==> src/rtl/bram_port_arbiter_pkg.sv <==
// Shared widths and packed-bus helpers for the block-RAM port arbiter.
// Requester i of a packed bus occupies bits [i*w +: w].
`define BPA_SLICE(bus, idx, w) bus[(idx)*(w) +: (w)]

package bram_port_arbiter_pkg;

   // Index width that never collapses to zero bits, so one requester still has a legal id.
   function automatic int clog2_min1(input int n);
      return (n <= 1) ? 1 : $clog2(n);
   endfunction

endpackage

==> src/rtl/rr_arbiter.sv <==
// Round-robin arbiter: combinational grant from req and a registered priority pointer.
// The pointer moves one past the last winner; it holds when nothing is granted.
module rr_arbiter
   import bram_port_arbiter_pkg::*;
#(
   parameter int N = 2,
   localparam int IDW = clog2_min1(N)
) (
   input  logic           clk,
   input  logic           rst,
   input  logic [N-1:0]   req,
   output logic [N-1:0]   gnt,
   output logic [IDW-1:0] gnt_idx
);

   logic [IDW-1:0] ptr_r;
   logic [IDW-1:0] ptr_next_s;
   logic [IDW-1:0] idx_s;
   logic [IDW-1:0] cand_s;
   logic [N-1:0]   gnt_s;
   logic           found_s;
   logic           hit_s;

   // Scan from the pointer and keep the first requester seen.
   always_comb begin
      gnt_s   = '0;
      idx_s   = '0;
      found_s = 1'b0;
      hit_s   = 1'b0;
      cand_s  = '0;
      for (int k = 0; k < N; k++) begin
         cand_s         = IDW'((int'(ptr_r) + k) % N);
         hit_s          = req[cand_s] & ~found_s;
         gnt_s[cand_s]  = gnt_s[cand_s] | hit_s;
         idx_s          = hit_s ? cand_s : idx_s;
         found_s        = found_s | hit_s;
      end
   end

   // Grants are suppressed while reset is held.
   always_comb begin
      gnt        = rst ? '0 : gnt_s;
      gnt_idx    = idx_s;
      ptr_next_s = (int'(idx_s) == N - 1) ? '0 : idx_s + IDW'(1);
   end

   // Priority pointer register.
   always_ff @(posedge clk or posedge rst) begin
      if (rst) begin
         ptr_r <= '0;
      end else if (|gnt_s) begin
         ptr_r <= ptr_next_s;
      end else begin
         ptr_r <= ptr_r;
      end
   end

endmodule

==> src/rtl/bram_port_arbiter.sv <==
// Shares one simple dual-port block RAM among several writers and readers.
// Write and read ports are arbitrated independently; read data returns one cycle after grant.
module bram_port_arbiter
   import bram_port_arbiter_pkg::*;
#(
   parameter int BRAM_WIDTH = 32,
   parameter int BRAM_DEPTH = 256,
   parameter int NUM_WR     = 2,
   parameter int NUM_RD     = 2,
   localparam int AW        = clog2_min1(BRAM_DEPTH),
   localparam int IDW       = clog2_min1(NUM_RD),
   localparam int WIDW      = clog2_min1(NUM_WR)
) (
   input  logic                         clk,
   input  logic                         rst,
   input  logic [NUM_WR-1:0]            wr_req,
   input  logic [NUM_WR*AW-1:0]         wr_addr,
   input  logic [NUM_WR*BRAM_WIDTH-1:0] wr_data,
   output logic [NUM_WR-1:0]            wr_gnt,
   input  logic [NUM_RD-1:0]            rd_req,
   input  logic [NUM_RD*AW-1:0]         rd_addr,
   output logic [NUM_RD-1:0]            rd_gnt,
   output logic                         rd_valid,
   output logic [IDW-1:0]               rd_id,
   output logic [BRAM_WIDTH-1:0]        rd_data,
   output logic                         bram_we,
   output logic [AW-1:0]                bram_addrin,
   output logic [BRAM_WIDTH-1:0]        bram_din,
   output logic                         bram_re,
   output logic [AW-1:0]                bram_addrout,
   input  logic [BRAM_WIDTH-1:0]        bram_dout
);

   logic [NUM_WR-1:0] wr_gnt_s;
   logic [WIDW-1:0]   wr_idx_s;
   logic [NUM_RD-1:0] rd_gnt_s;
   logic [IDW-1:0]    rd_idx_s;
   logic              rd_valid_r;
   logic [IDW-1:0]    rd_id_r;

   rr_arbiter #(.N(NUM_WR)) u_wr_arb (
      .clk     (clk),
      .rst     (rst),
      .req     (wr_req),
      .gnt     (wr_gnt_s),
      .gnt_idx (wr_idx_s)
   );

   rr_arbiter #(.N(NUM_RD)) u_rd_arb (
      .clk     (clk),
      .rst     (rst),
      .req     (rd_req),
      .gnt     (rd_gnt_s),
      .gnt_idx (rd_idx_s)
   );

   // RAM port drive: winner's address/data, zero when the port is idle.
   always_comb begin
      wr_gnt       = wr_gnt_s;
      rd_gnt       = rd_gnt_s;
      bram_we      = |wr_gnt_s;
      bram_re      = |rd_gnt_s;
      bram_addrin  = '0;
      bram_din     = '0;
      bram_addrout = '0;
      if (bram_we) begin
         bram_addrin = `BPA_SLICE(wr_addr, wr_idx_s, AW);
         bram_din    = `BPA_SLICE(wr_data, wr_idx_s, BRAM_WIDTH);
      end else begin
         bram_addrin = '0;
         bram_din    = '0;
      end
      if (bram_re) begin
         bram_addrout = `BPA_SLICE(rd_addr, rd_idx_s, AW);
      end else begin
         bram_addrout = '0;
      end
   end

   // Response tag tracks the RAM's one-cycle read latency; reset drops an in-flight response.
   always_ff @(posedge clk or posedge rst) begin
      if (rst) begin
         rd_valid_r <= 1'b0;
         rd_id_r    <= '0;
      end else begin
         rd_valid_r <= bram_re;
         if (bram_re) begin
            rd_id_r <= rd_idx_s;
         end else begin
            rd_id_r <= rd_id_r;
         end
      end
   end

   always_comb begin
      rd_valid = rd_valid_r;
      rd_id    = rd_id_r;
      rd_data  = bram_dout;
   end

endmodule

==> config.mk <==
export PLATFORM = sky130hd
export DESIGN_NAME = bram_port_arbiter
export DESIGN_NICKNAME = d
export VERILOG_FILES = /design/src/rtl/bram_port_arbiter_pkg.sv /design/src/rtl/rr_arbiter.sv /design/src/rtl/bram_port_arbiter.sv
export SDC_FILE = /design/constraint.sdc
export NUM_CORES = 1
export LEC_CHECK = 0
export CORE_AREA = 2 2 86 88
export CTS_BUF_LIST = sky130_fd_sc_hd__clkbuf_16
export DETAILED_ROUTE_END_ITERATION = 8
export DIE_AREA = 0 0 88 90
export PLACE_DENSITY = 0.72
export SYNTH_ARGS = -nofsm -noshare
export SYNTH_HDL_FRONTEND = slang
export SYNTH_HIERARCHICAL = 1
export SYNTH_SLANG_ARGS = --single-unit
==> constraint.sdc <==
create_clock -name clk -period 2.1 [get_ports clk]
set_clock_uncertainty 0.1 [all_clocks]
set_input_delay 0.63 -clock clk [delete_from_list [all_inputs] [get_ports clk]]
set_output_delay 0.63 -clock clk [all_outputs]
set_load 0.01 [all_outputs]
-- Word level (Yosys, flattened, before mapping)
Index checks and enable logic that the tools add are counted.
- input port bits: 134
- output and inout bits: 88
- flip-flop bits (word level): 4
- shift operators: 3
- order comparisons: 8
- bitwise logic cells: 10
- $add $sub $neg: 4
- multiplexer cells: 35
- reductions and logical operators: 8
- operators by type and width (kind ; number):
    64-bit by 7-bit variable part select with 32-bit output ; 1
    32-bit two-way mux ; 1
    16-bit by 5-bit variable part select with 8-bit output ; 2
    1-bit two-way mux ; 24
    8-bit two-way mux ; 2
    1-bit by 2-bit < comparator with 1-bit output, second input constant ; 4
    2-bit OR reduction ; 4
    1-bit adder, second input constant ; 4
    2-bit AND ; 2
    2-bit bitwise mux ; 2
    1-bit demux with 1-bit select ; 4
    1-bit greater-or-equal comparator, second input constant ; 4
    1-bit logical AND ; 4
    2-bit two-way mux ; 2
    1-bit OR ; 4
    1-bit AND ; 2
    1-bit inverter ; 2

-- Logic depth before layout (Yosys ltp)
- depth in word-level cells: 12
- depth in mapped cells: 6

-- Hierarchy
Netlist, hierarchy kept.
- modules (own cells, without submodules) (module ; area an instance (um^2) ; seq. area each (um^2) ; times used ; cells each):
    bram_port_arbiter ; 1112.3 ; 50.0 ; 1 ; 146
    rr_arbiter ; 73.8 ; 25.0 ; 2 ; 9

-- Worst setup path before layout
OpenSTA, ideal clock, no wires.
- path kind: input to output
- from: input wr_req[0]
- to: output bram_addrin[0]
- path buffers: 1
- required time: 1370 ps
- data arrival time: 1398 ps
- setup slack: -28 ps
- stages: 5
- path through: nand2b_4 -> and3_1 -> nor2_1 -> buf_2 -> nor2_1
- word-level cells in the longest chain between the ends: 11
- RTL lines (item ; line ; source):
    start, declared ; bram_port_arbiter.sv:16 ; input logic [NUM_WR-1:0] wr_req,
    1-bit two-way mux (implied by the code) (2 in series) ; rr_arbiter.sv:33 ; hit_s = req[cand_s] & ~found_s;
    1-bit OR ; rr_arbiter.sv:34 ; gnt_s[cand_s] = gnt_s[cand_s] | hit_s;
    2-bit AND (no line) ; -- ;
    1-bit two-way mux (implied by the code) (2 in series) ; rr_arbiter.sv:34 ;
    1-bit OR ; rr_arbiter.sv:34 ;
    2-bit bitwise mux * ; rr_arbiter.sv:34 ;
    2-bit two-way mux * ; rr_arbiter.sv:42 ; gnt = rst ? '0 : gnt_s;
    net wr_gnt[1] ; bram_port_arbiter.sv:19 ; output logic [NUM_WR-1:0] wr_gnt,
    2-bit OR reduction * ; bram_port_arbiter.sv:61 ; bram_we = |wr_gnt_s;
    8-bit two-way mux * ; bram_port_arbiter.sv:66 ; if (bram_we) begin
    end, declared ; bram_port_arbiter.sv:27 ; output logic [AW-1:0] bram_addrin,
Mark *: on every way through the listed nets, which the timed path passes. The rest lies on a longest branch. The select of a mux whose other input is x is not followed.

-- Worst setup path after layout
- from: input wr_req[0]
- to: output bram_addrin[2]
- RTL lines (item ; line ; source):
    1-bit two-way mux (implied by the code) (2 in series) ; rr_arbiter.sv:33 ;
    1-bit inverter ; rr_arbiter.sv:33 ;
    1-bit AND ; rr_arbiter.sv:33 ;
    1-bit two-way mux * ; rr_arbiter.sv:35 ; idx_s = hit_s ? cand_s : idx_s;
    net wr_idx_s ; bram_port_arbiter.sv:35 ; logic [WIDW-1:0] wr_idx_s;
    16-bit by 5-bit variable part select with 8-bit output (no line) * ; -- ;
    8-bit two-way mux * ; bram_port_arbiter.sv:66 ;
Marked as above.

==> flow_metrics.py <==
metrics = {
    "outcome": {
        "outcome": "finished, violations left",
        "violations": "setup timing",
    },
    "placement": {
        "placed_cell_area_um2": 2750,
        "gp_congestion": 0.646,
        "dp_hpwl_um": 3870,
        "io_buffers": 157,
    },
    "synth": {
        "yosys_warnings": 6,
        "synth.avg_cell_area_um2": 7.68,
        "synthesis.nets": 298,
        "synth_cells": 164,
        "ys_seq_area_share_pct": 7.94,
        "synth.ff_latch_count": 4,
        "synth.distinct_cells": 17,
        "synth_area_leaders": "mux2i_1, buf_4, nor2_1",
        "synth_top_area_share_pct": 38.1,
        "synth_area_um2": 1260,
        "synth_top_cell_by_area": "mux2i_1",
    },
    "critical_path": {
        "critical_path.top_delay_family": "buffers and inverters",
        "cp-startpoint": "wr_req[0]",
        "cp_common_cell": "buf_6",
        "cp_slowest_cell": "mux2i_4",
        "cp.arrival_ns": 1.66,
        "cp_num_buf_inv": 4,
        "max_stage_delay_ns": 0.24,
        "required_ns": 1.37,
        "crit_fanout": 6,
        "worstPathCellList": "buf_6, nand2b_4, and2_4, buf_6, buf_16, mux2i_4, nor2_4, buf_6",
        "end_kind": "output port",
        "critical_path_class": "input pin to output port",
        "cp-start-kind": "input pin",
    },
    "sta": {
        "setup_viol": 50,
        "fmax_mhz": 418,
        "final_hold_viol_count": 0,
        "tns_ns": -10.00,
        "max_slew_margin_pct": 87.9,
        "finalCritPeriodShare_pct": 114,
        "setup_ws_ns": -0.291,
        "fin_crit_ns": 2.39,
        "fin_hold_ws_ns": 0.148,
        "slew_violations": 0,
        "worstMarginPinSlew_ns": 0.176,
        "rsz0062_at_grt": "yes",
    },
    "global_routing": {
        "grt-ovfl-total": 0,
        "grt_max_degree": 11,
        "grt_first_pass_wirelength_um": 8310,
        "antenna_found_initial": 0,
        "first_global_vias": 1729,
        "grt_usage_pct": 13.0,
    },
    "hold_path": {
        "hold_path_class": "input pin to async pin",
    },
    "floorplan": {
        "core_um2": 7020,
        "num_rows": 31,
        "die_area_um2": 7920,
        "io_pins": 222,
        "die_height_um": 90,
        "start_util_pct": 17.9,
        "chipWidth_um": 88,
    },
    "power": {
        "ir_drop_mv": 0.538,
        "cellPowerDensity_nw_per_um2": 395,
        "p_leak_nw": 1.47,
        "p_total_w": 0.00130,
    },
    "route": {
        "drc": 0,
        "first_pass_iters": 4,
        "wirelength_um": 5730,
        "wl_per_cell_um": 13.7,
        "first_iter_violations": 8,
        "ant_nets": 0,
        "viasPerCell": 4.07,
        "vias": 1705,
    },
    "clocking": {
        "cts_tree": "built",
        "cts_sinks": 4,
        "cts_root_buffer": "clkbuf_16",
        "clock_path_buffers": 2,
        "numCtsBuffers": 3,
        "htreeDepth": 1,
        "clk_latency_ns": 0.23,
        "path_clk_slew_ns": 0.03,
    },
    "layout": {
        "drive_above_1_share_pct": 47.5,
        "layout_commonest_cell": "clkdlybuf4s50_1",
        "final_cell_mix": "clkdlybuf4s50_1, buf_2, mux2i_1, nor2_1, buf_6",
        "syn_to_final_growth_pct": 161,
        "nets": 456,
        "diodes": 0,
        "final_area_um2": 3290,
        "fill_cells": 689,
    },
    "flow_run": {
        "max_cap_viol_count": 0,
    },
}
==> final timing paths <==
path | endpoint | slack, ns | depth (start not counted)
worst max-delay path | bram_addrin[2] | -0.29 | 8
worst min-delay path | rd_id | 0.15 | 2
worst max register to register | rd_id | 0.30 | 8
worst min register to register | rd_id | 0.43 | 1
max in group asynchronous | async pin | 1.52 | 3
min in group clk | rd_id | 0.43 | 1
==> cells by family after synthesis <==
| group | Yosys count | synth area share [%] |
|---|---|---|
| muxes | 49 | 39.0 |
| DFF | 4 | 7.94 |
| AOI/OAI and AO/OA | 2 | 0.794 |
| and+or+nand+nor | 60 | 21.6 |
| buffers and inverters | 49 | 30.6 |
==> worst register-to-register path, delay by kind of cell, from the launching register on <==
kind                   cells  cell delay (ns)
muxes                      1             0.31
and+or+nand+nor            3             0.46
buffers and inverters      4             0.42
DFF                        1             0.40
==> per-stage QoR <==
| stage | instances | setup slack [ns] | util (%) |
|---|---|---|---|
| 6_report | 419 | -0.291 | 46.9 |
| 5_1_grt | 419 | -0.338 | 46.9 |
| 4_1_cts | 418 | -0.299 | 44.2 |
| 3_5_place_dp | 390 | -1.06 | 39.1 |
| 3_3_place_gp | 390 | -1.03 | 39.1 |
| 2_1_floorplan | 164 | 0.0133 | - |
==> repair_timing <==
action,in CTS,in global routing
buffers inserted,19,4
cloned,7,0
hold buffers,0,0
pin swaps,28,13
setup endpoints to repair,55,52
resized for setup,291,55
==> area by class of cell <==
type                            instances  area [um^2]  area share (%)
Tap cell                               99          124            3.76
Inverter                                7         31.3           0.950
Clock buffer                            3         75.1            2.28
Sequential cell                         4          100            3.04
Timing Repair Buffer                  194         1870            56.7
Multi-Input combinational cell        112         1090            33.2
==> synthesized netlist by cell type, drive strengths merged <==
cell type,count
inv,7
buf,42
nand2,2
nor2,50
and2,2
nand2b,2
o21ai,2
and3,4
mux2,1
dfrtp,4
mux2i,48
==> metal layers <==
metal | global-route usage [%] | wire (um)
met5 | 0 | 0
met4 | 3.21 | 84
met3 | 4.22 | 767
met2 | 25.1 | 2980
met1 | 12.9 | 1900
==> power breakdown <==
part           total [W]  internal [W]  leakage [nW]  switching (W)
registers      0.0000973     0.0000895        0.0488     0.00000778
logic           0.000905      0.000561          1.39       0.000344
clock network   0.000298      0.000243        0.0370      0.0000550
total            0.00130      0.000894          1.47       0.000407
Power figures use the tool's default switching activity.
